<file path="src/rtl/svd_stream_sequencer.sv">
// ============================================================================
// svd_stream_sequencer
// ----------------------------------------------------------------------------
// Purpose:
//    Stream front/back end for a combinational 2x2 SVD datapath. A 4-word
//    single-precision matrix frame (row-major a11,a12,a21,a22) is collected
//    from an AXI-Stream style slave port and presented to the datapath as four
//    stable operand registers. After SETTLE_CYCLES the datapath results
//    (sigma1/2, U, V) are captured into a local buffer and re-emitted as a
//    10-word result frame on an AXI-Stream style master port. Only one matrix
//    is in flight at a time; the slave port backpressures while busy.
//
// Parameters:
//    SETTLE_CYCLES  cycles the operands are held before capture (1..255)
//    CHECK_TLAST    1: input tlast must mark word 3 only; 0: tlast ignored
//
// Ports:
//    aclk               clock, everything on the rising edge
//    reset              synchronous active-high reset
//    s_axis_tdata       input matrix word
//    s_axis_tvalid      input word valid
//    s_axis_tready      input word accepted when valid & ready
//    s_axis_tlast       marks a22 (word 3) of an input frame
//    a11..a22           registered operands to the SVD datapath
//    sigma1, sigma2     singular values from the datapath
//    u11..u22           left singular vectors from the datapath
//    v11..v22           right singular vectors from the datapath
//    m_axis_tdata       result word
//    m_axis_tvalid      result word valid
//    m_axis_tready      downstream accepts when valid & ready
//    m_axis_tlast       high on result word 9 (v22)
//    frame_err          1-cycle pulse on an input framing error
//    busy               high whenever the sequencer is not loading
//    frame_count        completed result frames, wraps at 16 bits
// ============================================================================
module svd_stream_sequencer #(
   parameter int SETTLE_CYCLES = 4,
   parameter bit CHECK_TLAST   = 1'b1
) (
   input  logic        aclk,
   input  logic        reset,

   input  logic [31:0] s_axis_tdata,
   input  logic        s_axis_tvalid,
   output logic        s_axis_tready,
   input  logic        s_axis_tlast,

   output logic [31:0] a11,
   output logic [31:0] a12,
   output logic [31:0] a21,
   output logic [31:0] a22,

   input  logic [31:0] sigma1,
   input  logic [31:0] sigma2,
   input  logic [31:0] u11,
   input  logic [31:0] u12,
   input  logic [31:0] u21,
   input  logic [31:0] u22,
   input  logic [31:0] v11,
   input  logic [31:0] v12,
   input  logic [31:0] v21,
   input  logic [31:0] v22,

   output logic [31:0] m_axis_tdata,
   output logic        m_axis_tvalid,
   input  logic        m_axis_tready,
   output logic        m_axis_tlast,

   output logic        frame_err,
   output logic        busy,
   output logic [15:0] frame_count
);

   localparam logic [7:0] SETTLE_LOAD = 8'(SETTLE_CYCLES);
   localparam logic [3:0] LAST_OUT    = 4'd9;

   typedef enum logic [1:0] {
      LOAD    = 2'd0,
      SETTLE  = 2'd1,
      CAPTURE = 2'd2,
      SEND    = 2'd3
   } state_t;

   state_t      state;
   logic [1:0]  in_idx;
   logic [31:0] shadow [4];
   logic [7:0]  settle_cnt;
   logic [31:0] result_buf [10];
   logic [3:0]  out_idx;

   logic        in_fire;
   logic        tlast_early;
   logic        tlast_missing;

   // The slave port is only open while loading, and is forced closed while
   // reset is held so no word can be taken during the reset cycle itself.
   // busy is simply "not loading"; both are direct decodes of the state.
   always_comb begin
      s_axis_tready = (state == LOAD) && !reset;
      busy          = (state != LOAD);
      in_fire       = s_axis_tvalid && s_axis_tready;
      tlast_early   = CHECK_TLAST && s_axis_tlast && (in_idx != 2'd3);
      tlast_missing = CHECK_TLAST && !s_axis_tlast && (in_idx == 2'd3);
   end

   // Main sequencer. Input words 0..3 land in shadow registers so the operand
   // outputs never show a half-loaded matrix; the operands are copied from the
   // shadows on the first SETTLE cycle, so they all change on one edge. The
   // settle counter then gives the combinational float chain time to resolve
   // before the ten results are frozen into result_buf, which decouples the
   // output stream from anything the datapath does afterwards. In SEND the
   // first cycle only loads the output register; after that a word advances
   // strictly on a valid & ready handshake, so tdata/tlast are held steady
   // under backpressure. Shadow and result buffers carry no reset because
   // they are always fully rewritten before being used.
   always_ff @(posedge aclk) begin
      if (reset) begin
         state         <= LOAD;
         in_idx        <= 2'd0;
         settle_cnt    <= 8'd0;
         out_idx       <= 4'd0;
         a11           <= 32'd0;
         a12           <= 32'd0;
         a21           <= 32'd0;
         a22           <= 32'd0;
         m_axis_tdata  <= 32'd0;
         m_axis_tvalid <= 1'b0;
         m_axis_tlast  <= 1'b0;
         frame_err     <= 1'b0;
         frame_count   <= 16'd0;
      end else begin
         frame_err <= 1'b0;

         case (state)
            LOAD: begin
               if (in_fire) begin
                  if (in_idx != 2'd3) begin
                     if (tlast_early) begin
                        // Frame ended too soon: throw the partial words away
                        // and wait for a fresh word 0.
                        in_idx    <= 2'd0;
                        frame_err <= 1'b1;
                     end else begin
                        shadow[in_idx] <= s_axis_tdata;
                        in_idx         <= in_idx + 2'd1;
                     end
                  end else begin
                     // A missing tlast on word 3 is flagged but the matrix is
                     // still complete, so it is processed normally.
                     shadow[3]  <= s_axis_tdata;
                     in_idx     <= 2'd0;
                     frame_err  <= tlast_missing;
                     settle_cnt <= SETTLE_LOAD;
                     state      <= SETTLE;
                  end
               end
            end

            SETTLE: begin
               if (settle_cnt == SETTLE_LOAD) begin
                  a11 <= shadow[0];
                  a12 <= shadow[1];
                  a21 <= shadow[2];
                  a22 <= shadow[3];
               end
               settle_cnt <= settle_cnt - 8'd1;
               if (settle_cnt == 8'd1) begin
                  state <= CAPTURE;
               end
            end

            CAPTURE: begin
               result_buf[0] <= sigma1;
               result_buf[1] <= sigma2;
               result_buf[2] <= u11;
               result_buf[3] <= u12;
               result_buf[4] <= u21;
               result_buf[5] <= u22;
               result_buf[6] <= v11;
               result_buf[7] <= v12;
               result_buf[8] <= v21;
               result_buf[9] <= v22;
               out_idx       <= 4'd0;
               state         <= SEND;
            end

            SEND: begin
               if (!m_axis_tvalid) begin
                  m_axis_tvalid <= 1'b1;
                  m_axis_tdata  <= result_buf[out_idx];
                  m_axis_tlast  <= (out_idx == LAST_OUT);
               end else if (m_axis_tready) begin
                  if (out_idx == LAST_OUT) begin
                     m_axis_tvalid <= 1'b0;
                     m_axis_tlast  <= 1'b0;
                     frame_count   <= frame_count + 16'd1;
                     state         <= LOAD;
                  end else begin
                     out_idx      <= out_idx + 4'd1;
                     m_axis_tdata <= result_buf[out_idx + 4'd1];
                     m_axis_tlast <= (out_idx == (LAST_OUT - 4'd1));
                  end
               end
            end

            default: begin
               state <= LOAD;
            end
         endcase
      end
   end

endmodule
</file>
<file path="config.mk">
export PLATFORM = sky130hd
export DESIGN_NAME = svd_stream_sequencer
export DESIGN_NICKNAME = d
export VERILOG_FILES = /design/src/rtl/svd_stream_sequencer.sv
export SDC_FILE = /design/constraint.sdc
export NUM_CORES = 1
export LEC_CHECK = 0
export CORE_UTILIZATION = 56
export DETAILED_ROUTE_END_ITERATION = 12
export HOLD_SLACK_MARGIN = 0.1
export PLACE_DENSITY = 0.86
export SYNTH_ARGS = -nofsm -noshare
export SYNTH_HDL_FRONTEND = slang
export SYNTH_SLANG_ARGS = --single-unit
</file>
<file path="constraint.sdc">
create_clock -name aclk -period 40.4 [get_ports aclk]
set_clock_uncertainty 0.05 [all_clocks]
set_input_delay 10.1 -clock aclk [delete_from_list [all_inputs] [get_ports aclk]]
set_output_delay 10.1 -clock aclk [all_outputs]
set_load 0.03 [all_outputs]
</file>
# ---- After elaboration in Yosys (flattened, before gate mapping)
# Memories as Yosys holds them, arrays and structs flattened. A register that Yosys moved wholly into a read port is not among the register bits.
# Cells that the tools add are included.
dict set report op_classes {
  reduce_logical 20
  n_mul 0
  shifts 0
  n_bitwise 2
  eq_ne 18
  div_mod_pow 0
  magnitude_cmp 0
  addsub 4
  n_mux 46
}
# op count
set ops {}
lappend ops {{32-bit two-way mux} 4}
lappend ops {{32-bit OR reduction} 1}
lappend ops {{1-bit two-way mux} 23}
lappend ops {{4-bit two-way mux} 5}
lappend ops {{2-bit two-way mux} 9}
lappend ops {{2-bit inequality test, second input constant} 9}
lappend ops {{16-bit by 1-bit adder with 16-bit output, second input constant} 1}
lappend ops {{8-bit two-way mux} 2}
lappend ops {{8-bit one-hot mux with 2 select lines} 1}
lappend ops {{4-bit == test, second input constant} 2}
lappend ops {{8-bit by 1-bit == test with 1-bit output, second input constant} 1}
lappend ops {{8-bit by 3-bit == test with 1-bit output, second input constant} 1}
lappend ops {{2-bit one-hot mux with 4 select lines} 1}
lappend ops {{4-bit one-hot mux with 2 select lines} 1}
lappend ops {{4-bit AND reduction} 2}
lappend ops {{8-bit by 1-bit subtractor with 8-bit output, second input constant} 1}
lappend ops {{2-bit == test, second input constant} 3}
lappend ops {{2-bit AND reduction} 3}
lappend ops {{3-bit AND reduction} 2}
lappend ops {{6-bit AND reduction} 1}
lappend ops {{2-bit nonzero test} 3}
lappend ops {{4-bit by 1-bit adder with 4-bit output, second input constant} 1}
lappend ops {{1-bit logical AND} 4}
lappend ops {{3-bit OR reduction} 1}
lappend ops {{6 further kinds} 8}
dict set report totals {
  register_bits 67
  romBits 0
  wordCells 101
  latchBits 0
  out_inout_bits 181
  memories 2
  ram_bits 448
}
# name depth word_bits read_ports rd_clocked_by_memory_dff wr line_no
set memory_table {}
lappend memory_table {result_buf 10 32 2 1 10 88} ;# logic [31:0] result_buf [10];
lappend memory_table {shadow 4 32 4 4 1 86} ;# logic [31:0] shadow [4];

# ---- Logic depth before layout (Yosys ltp)
# Gate-level depths: netlist (run 1).
dict set report logic_depth {
  ltp_word 9
  depth_mapped 10
  depth_no_buf 7
}

# ---- Worst setup path before layout (run 1)
# No wires, ideal clock.
dict set report synth_path {
  kind {in2reg}
  startpoint {input reset}
  endpoint {memory result_buf[0][0] (enable)}
  t_required_ns 39.309
  path_buffers 3
  setup_time_ns 1.041
  path_slack_ns 14.722
  t_arrival_ns 24.587
  stages 4
  cell_sequence {clkbuf_1 > clkbuf_1 > buf_1 > nor2b_1}
}
# element line_no
set synth_rtl {}
lappend synth_rtl {{start: declaration} 41} ;# input logic reset,
lappend synth_rtl {{end: declaration} 88}

# ---- Final worst setup path (run 1)
dict set report layout_path {
  startpoint {input reset}
  endpoint {output s_axis_tready}
}
dict set report layout_via {
  elab_chain_len 2
}
# element line_no
set layout_rtl {}
lappend layout_rtl {{1-bit zero test} 99} ;# s_axis_tready = (state == LOAD) && !reset;
lappend layout_rtl {{1-bit logical AND} 99}
lappend layout_rtl {{end: declaration} 45} ;# output logic s_axis_tready,
# Every way passes these cells.

==> results by group, run 1 <==
Status
  • Status: finished, final reports clean

Finish
  • Non-Filler Instances: a little over 3000
  • Register area: about 0.017 mm2
  • Multi-input logic area: a little over 0.008 mm2
  • Syn-to-layout area delta: 29.3%
  • Commonest cells after routing, fill and taps aside: clkdlybuf4s50_1 (536), edfxtp_1 (448), nand2_1 (301), dfxtp_1 (193), a21oi_1 (156)
  • Post-layout util: around three quarters
  • Fill count: 2832
  • Commonest non-fill, non-tap cell in the layout: clkdlybuf4s50_1
  • Share of cells above drive strength 1: between 10 and 15%
  • Layout Nets: about 2800

Critical path
  • Crit path launch type: input pin
  • FF-to-FF setup slack: 36.31 ns
  • Setup crit end kind: primary output
  • RR Endpoint: m_axis_tdata[1]
  • CP bufs+invs: 2
  • Critical-path maximum fanout: 29
  • WS Path Type: in2out
  • CP Cell Sequence: buf_6 > nor2_1 > clkdlybuf4s50_1
  • FF-to-FF Start: out_idx[0]
  • Top cell family by delay on the critical path: buffers and inverters
  • CP Data Arrival Time: roughly 11 ns
  • CP max stage cell: clkdlybuf4s50_1
  • Req. time, crit path: 30.25 ns
  • Critical Path Stages: 3
  • R2R depth: 6
  • Slowest stage delay, CP: roughly 0.69 ns
  • Critical path startpoint: reset

Min path
  • Worst hold start: a12[7]
  • Hold path depth: 2
  • Worst hold path class: reg2reg
  • Hold Path Sink: a12[7]

Route
  • Final wirelength: 77000 um
  • Antenna violation net count after detailed routing: 0
  • Pre-antenna DRT Iters: 6
  • Vias: roughly 19000
  • Routed len/inst: around 25 um
  • DRC viols: 0
  • Initial DRC Count: around 2100
  • Drt via density: about 6

Synth
  • Yosys reg bits: approximately 650
  • Adder-Cell Fraction of Synth Area: less than 1%
  • Number of synthesized flops with an enable pin: around 450
  • Mapped Cells: ~1900
  • Largest family of logic cells by synthesized area: multiplexers
  • Xor-xnor portion of the synthesized cell area: less than 1%
  • Dominant synthesized flop cell: edfxtp_1
  • Mux cell area share after synthesis: 13.2%
  • Post-synthesis sequential area ratio: around 66%
  • Area leader, netlist: edfxtp_1
  • Synth top area share: approximately 50%
  • Ys async rst share: 0%
  • Syn Area/Cell: between 10 and 15 um2
  • Synth area leaders: edfxtp_1 (51%), dfxtp_1 (15%), mux4_2 (5.4%), nand2_1 (4.3%), mux2_2 (4.1%)
  • Synth Warn #: 0
  • Netlist cell types: a little under 60
  • Synth Area in Simple Gates: approximately 6.5%
  • Post-synthesis cell area: between 0.02 and 0.03 mm2
  • Synth Area in Compound Gates: under 10%
  • Syn nets: between 2000 and 2500

Clock tree
  • Sink Count: 647
  • Worst skew pair latency: roughly 0.6 ns
  • CTS Buf Count: a little under 70
  • H-Tree Depth: 3
  • Clock-pin slew on the worst setup and hold paths: roughly 0.06 ns
  • CTS tree: done
  • Clock buffer depth: 3
  • Post-CTS setup buffers: 0
  • Hold Buf Count CTS: 0
  • CTS root buffer: clkbuf_16
  • Cts repair resizes: 0

Placement
  • Dpl hpwl: between 40000 and 50000 um
  • IO Port Bufs: between 500 and 600
  • Routability Congestion: ~0.88
  • DP Cell Count: around 3000
  • Place WS: approximately 19 ns

Floorplanning
  • Top Ports: ~540
  • Die area: about 0.048 mm2
  • Die H: roughly 220 um
  • Die width: around 220 um
  • # rows: 79
  • Core area: approximately 0.047 mm2
  • Starting Density: between 50% and 60%

STA
  • Setup TNS after final layout: 0 ns
  • F_max: between 40 and 50 MHz
  • Period minus WS final: 21.31 ns
  • Slew @ Worst Pin: 1.29 ns
  • Final Slew Violations: 0
  • Final setup viols: 0
  • Worst slew margin: 14.3%
  • Final Cycle Share: between 50% and 60%
  • Hold Vio Cnt, Final: 0
  • PnR worst setup slack: between 15 and 20 ns
  • Unrepaired setup endpoints after global routing: false

Global route
  • Global-route wire length before repair: 113000 um
  • Gr usage total: around a third
  • Initial antenna violation count: 28
  • Gr ovfl total: 0
  • Vias in the first global route: a little under 20000
  • Largest net degree at the start of global routing: 98

Power and ir drop
  • Power density over the cells: 42.0 mW/mm2
  • Lkg Pwr: approximately 11 nW
  • Worst vdd ir: ~38 uV
  • Tot Pwr: 1.44 mW

Job
  • Max Cap Viol: 0
-- metal layers --
metal	global-route usage (%)	wire length [um]	vias up
li1	-	-	8240
met1	35.8	26300	9304
met2	53.2	38500	1243
met3	8.41	7240	291
met4	20.9	4860	8
met5	0	54	-
-- flip-flops by register name, indices dropped and copies added (netlist names), named ones only --
name	count
a11	32
a12	32
a21	32
a22	32
frame_count	16
frame_err	1
in_idx	2
m_axis_tdata	32
m_axis_tlast	1
m_axis_tvalid	1
out_idx	4
result_buf	320
settle_cnt	8
shadow	128
state	2
-- synthesized netlist by cell type (8+ instances only) --
library cell / count
o21ai_0: 43
a211oi_1: 34
clkbuf_1: 64
buf_12: 11
buf_2: 39
xor2_1: 11
nand2_1: 303
o22ai_1: 32
mux2_2: 96
a31oi_1: 32
a2111oi_1: 21
buf_4: 8
edfxtp_1: 448
inv_1: 19
a221oi_1: 33
mux4_2: 64
ha_1: 18
a21oi_2: 19
nor2_1: 67
a21oi_1: 156
nand3_1: 8
a2111oi_0: 11
dfxtp_1: 199
mux2i_1: 98
-- stage by stage --
stage               area (um2)  hold slack, ns
global placement         32000           0.392
floorplan                26500           0.404
finish                   34200           0.406
CTS                      34100           0.406
detailed placement       32000           0.399
global route             34200           0.426
-- power by group --
| part | leakage (nW) | total (mW) | switching [mW] | internal (mW) |
|---|---|---|---|---|
| clock network | 1.03 | 0.602 | 0.256 | 0.347 |
| logic | 3.89 | 0.100 | 0.0496 | 0.0506 |
| registers | 5.64 | 0.733 | 0.00834 | 0.725 |
| total | 10.6 | 1.44 | 0.314 | 1.12 |
-- cell families (layout without fill, tap and decap cells) --
kind of cell | after synthesis | in the layout
AO/OA/AOI/OAI | 392 | 392
buffers and inverters | 155 | 705
other | 0 | 24
multiplexers | 258 | 258
AND/OR/NAND/NOR | 421 | 421
adder cells (fa/ha/maj) | 18 | 18
flip-flops | 647 | 647
XOR/XNOR | 18 | 18
-- worst max path at each step --
| stage | end |
|---|---|
| after global routing | s_axis_tready |
| after global placement | s_axis_tready |
| after detailed placement | s_axis_tready |
| after CTS | s_axis_tready |
| final | s_axis_tready |
| after floorplan | result_buf[0][0] |
-- area by class of cell --
| class | count | area share, % |
|---|---|---|
| tap | 607 | 2.22 |
| timing repair buffer | 560 | 16.2 |
| clock inverter | 19 | 0.454 |
| sequential | 647 | 51.0 |
| clock buffer | 107 | 5.80 |
| inverter | 19 | 0.208 |
| antenna | 24 | 0.176 |
| multi-input combinational | 1107 | 23.9 |
-- worst min-delay path, delay by kind of cell, from the launching register on --
family           cells  cell delay, ns
AO/OA/AOI/OAI        1            0.05
flip-flops           1            0.31
AND/OR/NAND/NOR      1            0.05
Note: power is estimated with default switching activity, not from simulation.
==> inputs of run 2 (changes only) <==
--- a/config.mk
+++ b/config.mk
@@ -5,10 +5,10 @@
 export SDC_FILE = /design/constraint.sdc
 export NUM_CORES = 1
 export LEC_CHECK = 0
-export CORE_UTILIZATION = 56
+export CORE_UTILIZATION = 47
 export DETAILED_ROUTE_END_ITERATION = 12
 export HOLD_SLACK_MARGIN = 0.1
-export PLACE_DENSITY = 0.86
+export PLACE_DENSITY = 0.77
 export SYNTH_ARGS = -nofsm -noshare
 export SYNTH_HDL_FRONTEND = slang
 export SYNTH_SLANG_ARGS = --single-unit
==> constraint.sdc (replaced) <==
create_clock -name aclk -period 17.52 [get_ports aclk]
set_clock_uncertainty 0.05 [all_clocks]
set_input_delay 4.38 -clock aclk [delete_from_list [all_inputs] [get_ports aclk]]
set_output_delay 4.38 -clock aclk [all_outputs]
set_load 0.03 [all_outputs]
==> run 2 against run 1 <==
  * Sequential power is 130% higher
  * Die area is 19% higher
  * Largest cell class unchanged
  * Count of clock-buffer cells in the layout decreased by 20
  * Combinational power grew 130%
  * Power increased by 130%
  * Flip-flop and latch count unchanged
  * Final area up 0.78%
  * Register-to-register slack worse by 23 ns
  * Utilization decreased by 11 points
  * Worst setup slack worse by 11 ns
  * Critical endpoint unchanged
  * Final cell count increased by 4.2%
  * Via count fell by 2.8%
==> results by group, run 2 (synthesis gave the netlist of run 1 again) <==
Power and ir drop
  • Power density over the cells: 97.5 mW/mm2 (+130%)
  • Tot Pwr: 3.36 mW (+130%)
  • Lkg Pwr: 10.6 nW (+0.70%)
  • Worst vdd ir: 88.1 uV (+130%)
  • P_sw: 0.727 mW (+130%)
  • Clock power share: 42.9% (+1.0 points)
  • Seq pwr share: 50.3% (-0.8 points)
  • Logic pwr share: 6.9% (about the same)
  • Sw Share: 21.6% (-0.22 points)
  • Pint: 2.63 mW (+130%)

Critical path
  • WS Path Type: in2out
  • CP bufs+invs: 2 (unchanged)
  • CP max stage cell: clkdlybuf4s50_1
  • Setup crit end kind: primary output
  • Top cell family by delay on the critical path: buffers and inverters
  • Slowest stage delay, CP: 0.61 ns (-0.08 ns)
  • Crit path launch type: input pin
  • Critical-path maximum fanout: 45 (+55%)
  • Req. time, crit path: 13.09 ns (-17.16 ns)
  • CP Data Arrival Time: 5.44 ns (-5.72 ns)
  • CP Cell Sequence: buf_6 > nor2_1 > clkdlybuf4s50_1

Clock tree
  • H-Tree Depth: 3 (unchanged)
  • Cts repair resizes: 0 (unchanged)
  • Clock-pin slew on the worst setup and hold paths: 0.06 ns (about the same)
  • CTS root buffer: clkbuf_16
  • Hold Buf Count CTS: 0 (unchanged)
  • Sink Count: 647 (unchanged)
  • Worst skew pair latency: 0.62 ns (about the same)
  • Clock buffer depth: 3 (unchanged)
  • Post-CTS setup buffers: 0 (unchanged)
  • CTS Buf Count: 67 (-1.5%)
  • CTS tree: done

Floorplanning
  • Core area: 0.0553 mm2 (+19%)
  • Die width: 239 um (+9.1%)
  • # rows: 86 (+8.9%)
  • Starting Density: 47.8% (-9.0 points)
  • Die area: 0.0572 mm2 (+19%)
  • Die H: 239 um (+9.1%)
  • Top Ports: 538 (unchanged)

Route
  • Initial DRC Count: 1277 (-39%)
  • Pre-antenna DRT Iters: 5 (-1)
  • Final wirelength: 74300 um (-3.4%)
  • Vias: 18600 (-2.8%)
  • Drt via density: 5.76 (-6.7%)
  • Routed len/inst: 23.1 um (-7.3%)
  • DRC viols: 0 (unchanged)
  • Antenna violation net count after detailed routing: 0 (unchanged)

Placement
  • Dpl hpwl: 48200 um (+0.21%)
  • Routability Congestion: 0.844 (-4.6%)
  • IO Port Bufs: 537 (unchanged)

Job
  • Max Cap Viol: 0 (unchanged)

Finish
  • Max reg flops: 320 (unchanged)
  • Top flop regs: result_buf: 320 flops, shadow: 128 flops
  • Share of cells above drive strength 1: 13.3% (+0.47 points)
  • Layout Nets: 2779 (+0.036%)
  • Syn-to-layout area delta: 30.3%
  • Register with the most flip-flops: result_buf
  • Commonest non-fill, non-tap cell in the layout: clkdlybuf4s50_1
  • Commonest cells after routing, fill and taps aside: clkdlybuf4s50_1 (536), edfxtp_1 (448), nand2_1 (301), dfxtp_1 (193), a21oi_1 (156)

STA
  • Final Cycle Share: 56.3%
  • Hold Vio Cnt, Final: 0 (unchanged)
  • Setup TNS after final layout: 0 ns (unchanged)
  • Final setup viols: 0 (unchanged)
  • Slew @ Worst Pin: 1.21 ns (-0.0792 ns)
  • Unrepaired setup endpoints after global routing: false
  • F_max: 101 MHz
  • Period minus WS final: 9.87 ns
  • Final Slew Violations: 0 (unchanged)
  • Worst slew margin: 19.6% (+5.3 points)

Global route
  • Initial antenna violation count: 23 (-18%)
  • Largest net degree at the start of global routing: 117 (+19%)
  • Global-route wire length before repair: 110000 um (-2.7%)
  • Gr usage total: 25.7% (-6.1 points)
  • Vias in the first global route: 19000 (-2.8%)
  • Gr ovfl total: 0 (unchanged)

Status
  • Status: finished, final reports clean

Min path
  • Worst hold path class: reg2reg
-- run 2: final cells by class --
class	count	area [um2]
clock buffer	87	1820
inverter	19	71.3
fill	4064	20800
timing repair buffer	562	5560
multi-input combinational	1107	8180
tap	748	936
clock inverter	33	410
sequential	647	17400
antenna	16	40.0
-- run 2: power groups by stage --
stage	Clock, mW	Sequential (mW)	Combinational, mW
4_1_cts	1.46	1.69	0.232
3_5_place_dp	0	1.72	0.230
5_1_grt	1.52	1.69	0.247
3_3_place_gp	0	1.72	0.225
2_1_floorplan	0	1.74	0.0817
6_report	1.44	1.69	0.231
-- run 2: path summary, 6_finish.rpt --
kind                            cells after the start                 to  slack [ns]      from
worst min register to register                      2            a12[15]        0.40   a12[15]
worst min-delay path                                2            a12[15]        0.40   a12[15]
worst max-delay path                                3      s_axis_tready        7.65     reset
worst max register to register                      6  result_buf[8][26]       13.54  state[0]
-- run 2: layer usage --
layer,GRT usage [%],share of wire (%),vias up
li1,-,-,8229
met1,29.9,37,9134
met3,6.23,8.7,225
met5,0,0.12,-
met2,43.3,50,953
met4,14.5,4.7,14
-- run 2: tightest hold or removal path: stages (launching register included) --
cell	delay [ns]
dfxtp_1	0.31
nand2_1	0.05
a21oi_1	0.05
-- run 2: per-stage QoR --
step / instances / utilization, % / setup WS (ns) / cell area (um2) / hold slack [ns]
after CTS: 3203 / 62.3 / 7.63 / 34400 / 0.404
after floorplan: 1909 / - / 3.72 / 26500 / 0.404
after global placement: 3083 / 58.2 / 7.63 / 32200 / 0.392
after global routing: 3218 / 62.3 / 7.61 / 34500 / 0.417
final: 3219 / 62.3 / 7.65 / 34500 / 0.402
after detailed placement: 3083 / 58.2 / 7.64 / 32200 / 0.396
